$ cat config.mk
export PLATFORM = sky130hd
export DESIGN_NAME = dm_lsu
export DESIGN_NICKNAME = d
export VERILOG_FILES = /design/src/rtl/mips_mem_pkg.sv /design/src/rtl/lsu_align.sv /design/src/rtl/dm_lsu.sv
export SDC_FILE = /design/constraint.sdc
export NUM_CORES = 1
export LEC_CHECK = 0
export CORE_MARGIN = 2
export CORE_UTILIZATION = 28
export DETAILED_ROUTE_END_ITERATION = 16
export DONT_BUFFER_PORTS = 1
export SLEW_MARGIN = 10
export SYNTH_ARGS = -nofsm -noshare
export SYNTH_HDL_FRONTEND = slang
export SYNTH_SLANG_ARGS = --single-unit
$ cat constraint.sdc
create_clock -name clk -period 5.7 [get_ports clk]
set_input_delay 0 -clock clk [delete_from_list [all_inputs] [get_ports clk]]
set_output_delay 0 -clock clk [all_outputs]
set_load 0.1 [all_outputs]
$ cat src/rtl/mips_mem_pkg.sv
// Shared definitions for the M-stage load/store path of the MIPS core.
// Holds the memory op-code encoding, the LSU state encoding and small
// classification helpers (load/store/legal, alignment check) used by both
// the LSU control and the lane-steering datapath.
package mips_mem_pkg;

    localparam logic [3:0] OP_LW  = 4'd0;
    localparam logic [3:0] OP_LH  = 4'd1;
    localparam logic [3:0] OP_LHU = 4'd2;
    localparam logic [3:0] OP_LB  = 4'd3;
    localparam logic [3:0] OP_LBU = 4'd4;
    localparam logic [3:0] OP_SW  = 4'd5;
    localparam logic [3:0] OP_SH  = 4'd6;
    localparam logic [3:0] OP_SB  = 4'd7;

    localparam logic [1:0] ST_IDLE  = 2'd0;
    localparam logic [1:0] ST_ISSUE = 2'd1;
    localparam logic [1:0] ST_WAIT  = 2'd2;
    localparam logic [1:0] ST_DONE  = 2'd3;

    function automatic logic is_load(input logic [3:0] op);
        return (op <= OP_LBU);
    endfunction

    function automatic logic is_store(input logic [3:0] op);
        return (op >= OP_SW) && (op <= OP_SB);
    endfunction

    function automatic logic is_legal(input logic [3:0] op);
        return (op <= OP_SB);
    endfunction

    // Natural alignment: words on 4 bytes, halves on 2, bytes anywhere.
    function automatic logic is_misaligned(input logic [3:0] op, input logic [1:0] addr_lo);
        logic bad;
        case (op)
            OP_LW, OP_SW:         bad = (addr_lo != 2'b00);
            OP_LH, OP_LHU, OP_SH: bad = addr_lo[0];
            default:              bad = 1'b0;
        endcase
        return bad;
    endfunction

endpackage

$ cat src/rtl/lsu_align.sv
// Combinational lane steering for the data memory.
//   op_i      : memory op code
//   addr_lo_i : byte offset within the word
//   wdata_i   : raw store data (low bits for byte/half stores)
//   rdata_i   : word read from memory
//   be_o      : byte enables for the addressed lanes
//   wdata_o   : store data replicated across all lanes
//   load_o    : extracted and sign/zero-extended load result
module lsu_align
    import mips_mem_pkg::*;
(
    input  logic [3:0]  op_i,
    input  logic [1:0]  addr_lo_i,
    input  logic [31:0] wdata_i,
    input  logic [31:0] rdata_i,
    output logic [3:0]  be_o,
    output logic [31:0] wdata_o,
    output logic [31:0] load_o
);

    logic [31:0] shifted_s;
    logic [7:0]  byte_s;
    logic [15:0] half_s;

    // Bring the addressed byte down to lane 0; halves only ever sit at offset 0 or 2.
    assign shifted_s = rdata_i >> {addr_lo_i, 3'b000};
    assign byte_s    = shifted_s[7:0];
    assign half_s    = addr_lo_i[1] ? rdata_i[31:16] : rdata_i[15:0];

    // Per-op byte enables, store replication and load extension.
    always_comb begin
        be_o    = 4'b0000;
        wdata_o = wdata_i;
        load_o  = 32'h0000_0000;
        case (op_i)
            OP_LW, OP_SW: begin
                be_o    = 4'b1111;
                wdata_o = wdata_i;
                load_o  = rdata_i;
            end
            OP_LH, OP_LHU, OP_SH: begin
                be_o    = addr_lo_i[1] ? 4'b1100 : 4'b0011;
                wdata_o = {2{wdata_i[15:0]}};
                if (op_i == OP_LH) begin
                    load_o = {{16{half_s[15]}}, half_s};
                end else begin
                    load_o = {16'h0000, half_s};
                end
            end
            OP_LB, OP_LBU, OP_SB: begin
                be_o    = 4'b0001 << addr_lo_i;
                wdata_o = {4{wdata_i[7:0]}};
                if (op_i == OP_LB) begin
                    load_o = {{24{byte_s[7]}}, byte_s};
                end else begin
                    load_o = {24'h00_0000, byte_s};
                end
            end
            default: begin
                be_o    = 4'b0000;
                wdata_o = wdata_i;
                load_o  = 32'h0000_0000;
            end
        endcase
    end

endmodule

$ cat src/rtl/dm_lsu.sv
// M-stage load/store initiator. Accepts one operation at a time in IDLE,
// faults illegal, misaligned or out-of-range accesses without touching
// memory, otherwise issues a single memory cycle, waits MEM_LATENCY cycles
// for loads, and returns a one-cycle response. Pipeline is stalled while busy.
//   clk, reset            : clock, synchronous active-high reset
//   req_*                 : operation from the pipeline (sampled only in IDLE)
//   resp_valid/rdata/exc  : completion pulse with load data or fault flag
//   stall                 : high whenever not IDLE
//   mem_*                 : word-addressed, byte-enabled data memory port
module dm_lsu
    import mips_mem_pkg::*;
#(
    parameter int MEM_LATENCY = 1,
    parameter int DEPTH_WORDS = 3072
) (
    input  logic        clk,
    input  logic        reset,
    input  logic        req_valid,
    output logic        req_ready,
    input  logic [3:0]  req_op,
    input  logic [31:0] req_addr,
    input  logic [31:0] req_wdata,
    input  logic [31:0] req_pc,
    output logic        resp_valid,
    output logic [31:0] resp_rdata,
    output logic        resp_exc,
    output logic        stall,
    output logic        mem_en,
    output logic        mem_we,
    output logic [31:0] mem_addr,
    output logic [3:0]  mem_be,
    output logic [31:0] mem_wdata,
    input  logic [31:0] mem_rdata
);

    localparam logic [3:0]  LAT_M1    = 4'(MEM_LATENCY - 1);
    localparam logic [31:0] DEPTH_LIM = 32'(DEPTH_WORDS);

    logic [1:0]  state_q, state_d;
    logic [3:0]  op_q, op_d;
    logic [31:0] addr_q, addr_d;
    logic [31:0] wdata_q, wdata_d;
    logic [31:0] pc_q, pc_d;
    logic [3:0]  cnt_q, cnt_d;
    logic [31:0] rdata_q, rdata_d;
    logic        exc_q, exc_d;

    logic        fault_s;
    logic        issue_s;
    logic [3:0]  be_s;
    logic [31:0] wdata_rep_s;
    logic [31:0] load_s;

    // Fault check on the raw request so the decision is made in the accept cycle.
    assign fault_s = !is_legal(req_op)
                   || is_misaligned(req_op, req_addr[1:0])
                   || ({2'b00, req_addr[31:2]} >= DEPTH_LIM);

    lsu_align u_align (
        .op_i      (op_q),
        .addr_lo_i (addr_q[1:0]),
        .wdata_i   (wdata_q),
        .rdata_i   (mem_rdata),
        .be_o      (be_s),
        .wdata_o   (wdata_rep_s),
        .load_o    (load_s)
    );

    // Next-state and latch logic for the request FSM.
    always_comb begin
        state_d = state_q;
        op_d    = op_q;
        addr_d  = addr_q;
        wdata_d = wdata_q;
        pc_d    = pc_q;
        cnt_d   = cnt_q;
        rdata_d = rdata_q;
        exc_d   = exc_q;
        case (state_q)
            ST_IDLE: begin
                if (req_valid) begin
                    op_d    = req_op;
                    addr_d  = req_addr;
                    wdata_d = req_wdata;
                    pc_d    = req_pc;
                    rdata_d = 32'h0000_0000;
                    exc_d   = fault_s;
                    state_d = fault_s ? ST_DONE : ST_ISSUE;
                end else begin
                    state_d = ST_IDLE;
                end
            end
            ST_ISSUE: begin
                cnt_d   = LAT_M1;
                state_d = is_store(op_q) ? ST_DONE : ST_WAIT;
            end
            ST_WAIT: begin
                // Counter reaching 0 marks the cycle mem_rdata is guaranteed valid.
                if (cnt_q == 4'd0) begin
                    rdata_d = load_s;
                    state_d = ST_DONE;
                end else begin
                    cnt_d   = cnt_q - 4'd1;
                    state_d = ST_WAIT;
                end
            end
            ST_DONE: begin
                rdata_d = 32'h0000_0000;
                exc_d   = 1'b0;
                state_d = ST_IDLE;
            end
            default: begin
                state_d = ST_IDLE;
            end
        endcase
    end

    // State and latch registers.
    always_ff @(posedge clk) begin
        if (reset) begin
            state_q <= ST_IDLE;
            op_q    <= 4'd0;
            addr_q  <= 32'h0000_0000;
            wdata_q <= 32'h0000_0000;
            pc_q    <= 32'h0000_0000;
            cnt_q   <= 4'd0;
            rdata_q <= 32'h0000_0000;
            exc_q   <= 1'b0;
        end else begin
            state_q <= state_d;
            op_q    <= op_d;
            addr_q  <= addr_d;
            wdata_q <= wdata_d;
            pc_q    <= pc_d;
            cnt_q   <= cnt_d;
            rdata_q <= rdata_d;
            exc_q   <= exc_d;
        end
    end

    // Reset gates the strobes directly so an ISSUE cycle caught by reset cannot write.
    assign issue_s    = (state_q == ST_ISSUE) && !reset;

    assign req_ready  = (state_q == ST_IDLE);
    assign stall      = (state_q != ST_IDLE);
    assign resp_valid = (state_q == ST_DONE);
    assign resp_rdata = rdata_q;
    assign resp_exc   = exc_q;

    assign mem_en     = issue_s;
    assign mem_we     = issue_s && is_store(op_q);
    assign mem_be     = issue_s ? be_s : 4'b0000;
    assign mem_addr   = {addr_q[31:2], 2'b00};
    assign mem_wdata  = wdata_rep_s;

`ifndef SYNTHESIS
    // Store trace for simulation runs.
    always_ff @(posedge clk) begin
        if (!reset && (state_q == ST_ISSUE) && is_store(op_q)) begin
            $display("@%h: *%h <= %h", pc_q, mem_addr, mem_wdata);
        end
    end
`endif

endmodule

==> impl_metrics.ini <==
[setup_path]
critPathKind = flip-flop to primary output
start_kind = flip-flop
required_ns = 5.70
path_cells = inv_1 > ha_1 > nor2b_2 > nand2b_1 > a21oi_2
cpPeakStageDelay_ns = 0.99
crit_fanout = 4
path_buf_inv = 1
cp.arrival_ns = 3.23
critPathTopFamily = simple AND/OR/NAND/NOR gates
slowest_stage = a21oi_2
endpoint_kind = primary output

[floorplan]
core_area_um2 = 19500
start_util = 0.285
io_pins = 241
die_y_um = 145
rows = 51
fp.dieArea_um2 = 21000
die_w_um = 145

[grt]
use_met1 = 0.201
grt_max_degree = 92
use_met2 = 0.274
grt_pass1_wl_um = 26800
grt_remaining_overflow = 0
grtUsageMet3 = 0.0573
antenna_found_initial = 0
grt_pass1_vias = 4924
top_usage_layer = met2
grtUsageTotal = 0.165

[clock_network]
cts_buffers = 9
insertion_delay_ns = 0.35
ctsHoldBuffers = 114
clkSinkCount = 107
cts.root.buffer_cell = clkbuf_16
tritoncts = built
cts_buffer_depth = 2
cts_setup_buffers = 0
cts_resized = 0
htree_levels = 3
clkSlewWorstSetupHoldPaths_ns = 0.07

[yosys]
ys_warn_count = 0
synthDistinctLibCells = 55
synth_flop_cell = dfxtp_1
synth_seq_cells = 107
yosysSeqAreaShare = 0.386
synth_top_area_cell = dfxtp_1
netlist_instances = 666
synth_top_area_frac = 0.386
synth_edf_count = 0
async_reset_ff_frac = 0
syn_area_um2 = 5550
synth_area_per_cell_um2 = 8.33
synthTopCellsByArea = dfxtp_1 (39%), nand2_1 (10%), a21oi_1 (8.8%)

[route]
routedWlPerCell_um = 18.3
num_vias = 5025
firstDrtPassIters = 5
ant_nets = 0
drt_iter0_drc = 346
wl_um = 18000
drcViolationCount = 0
viasPerCell = 5.11

[timing]
finalCritPeriodShare = 0.566
clock_skew_ns = 0.00627
hold_viol = 0
finalSetupTns_ns = 0
whs_ns = 0.0246
rsz0062_at_grt = false
period_needed_ns = 3.23
slew_headroom = 0.171
setup_ws_ns = 2.47
tightest_slew_ns = 1.24
finalMaxSlewViolations = 0
setup_viol = 0
fmax_mhz = 310

[hold_path]
worstHoldPathType = input pin to flip-flop

[pwr]
power.total_mw = 2.96
peakVddDrop_mv = 0.234
p_per_area_nw_per_um2 = 425
p_leak_nw = 2.53

[layout]
nFillCells = 1974
mostFrequentLayoutCells = nand2_1 (152), dlygate4sd3_1 (113), dfxtp_1 (107)
area_growth_pct = 25.6
final_common_cell = nand2_1
fin_util = 0.358
diodes = 0
layout.cells.non_filler = 984
final_cell_area_um2 = 6970
layout.nets = 855
drive_gt1_frac = 0.103

[placed_design]
place_congestion = 0.794
dp.cells = 855
port_buffers = 0
placed_cell_area_um2 = 5510
dp_slack_ns = 2.77
hpwl_um = 11300

[run]
maxCapViolations = 0

[status]
status = complete, no violations
[layer usage]
metal | share of wire | vias to the layer above
li1 | - | 2429
met1 | 0.43 | 2340
met2 | 0.46 | 232
met3 | 0.097 | 24
met4 | 0.017 | 0
met5 | 0 | -
[cells in the mapped netlist, types with 3 or more instances]
cell,n
inv_1,11
o2bb2ai_1,16
nor3_1,3
a21o_1,9
buf_1,4
nand2_1,153
nor2_1,11
buf_2,11
a22oi_1,8
o211ai_1,8
nor4_1,5
nor3b_1,3
dfxtp_1,107
a311oi_1,16
clkbuf_1,32
nand4b_1,15
ha_1,5
o21ai_0,5
and2_1,3
nand2b_1,5
buf_4,43
a21oi_1,98
a22o_1,32
nor2b_1,5
mux2_2,24
[registers in the layout (all words and copies together), names as in the netlist]
register	count
wdata_q	32
op_q	4
resp_rdata	32
cnt_q	4
state_q	2
addr_q	32
resp_exc	1
[report_power, final]
group,total [mW],switching [mW],internal (mW),leakage (nW)
Sequential,1.19,0.358,0.830,0.872
Combinational,1.13,0.847,0.287,1.52
Clock,0.641,0.298,0.343,0.144
[layout make-up]
| type | instances | area [um^2] | area share |
|---|---|---|---|
| clock buffer | 10 | 229 | 0.0329 |
| clock inverter | 5 | 63.8 | 0.00916 |
| inverter | 11 | 41.3 | 0.00593 |
| multi-input combinational | 457 | 2870 | 0.412 |
| sequential | 107 | 2140 | 0.308 |
| tap | 265 | 332 | 0.0476 |
| timing repair buffer | 129 | 1290 | 0.185 |
[worst paths after layout]
| path | startpoint | endpoint | slack (ns) | depth (start not counted) |
|---|---|---|---|---|
| min reg2reg | wdata_q[18]$_SDFFE_PP0P_ | wdata_q[18]$_SDFFE_PP0P_ | 0.45 | 2 |
| max reg2reg | state_q[1]$_SDFF_PP0_ | resp_rdata[3]$_SDFFE_PP0P_ | 2.52 | 9 |
| min | req_valid | state_q[0]$_SDFF_PP0_ | 0.02 | 3 |
| max | state_q[1]$_SDFF_PP0_ | mem_be[3] | 2.47 | 5 |
[kinds of logic after synthesis]
| kind of cell | count (synthesis) | synth area share |
|---|---|---|
| multiplexers | 27 | 0.0589 |
| other | 1 | 0.000676 |
| AO/OA/AOI/OAI | 204 | 0.247 |
| adder cells (fa/ha/maj) | 5 | 0.0113 |
| flip-flops | 107 | 0.386 |
| AND/OR/NAND/NOR | 219 | 0.192 |
| buffers and inverters | 103 | 0.104 |
[worst min-delay path, cell delays in order]
cell and delay [ns]:
nor2b_1 0.06, nor2_1 0.14, o31a_1 0.15
Power figures use the tool's default switching activity.
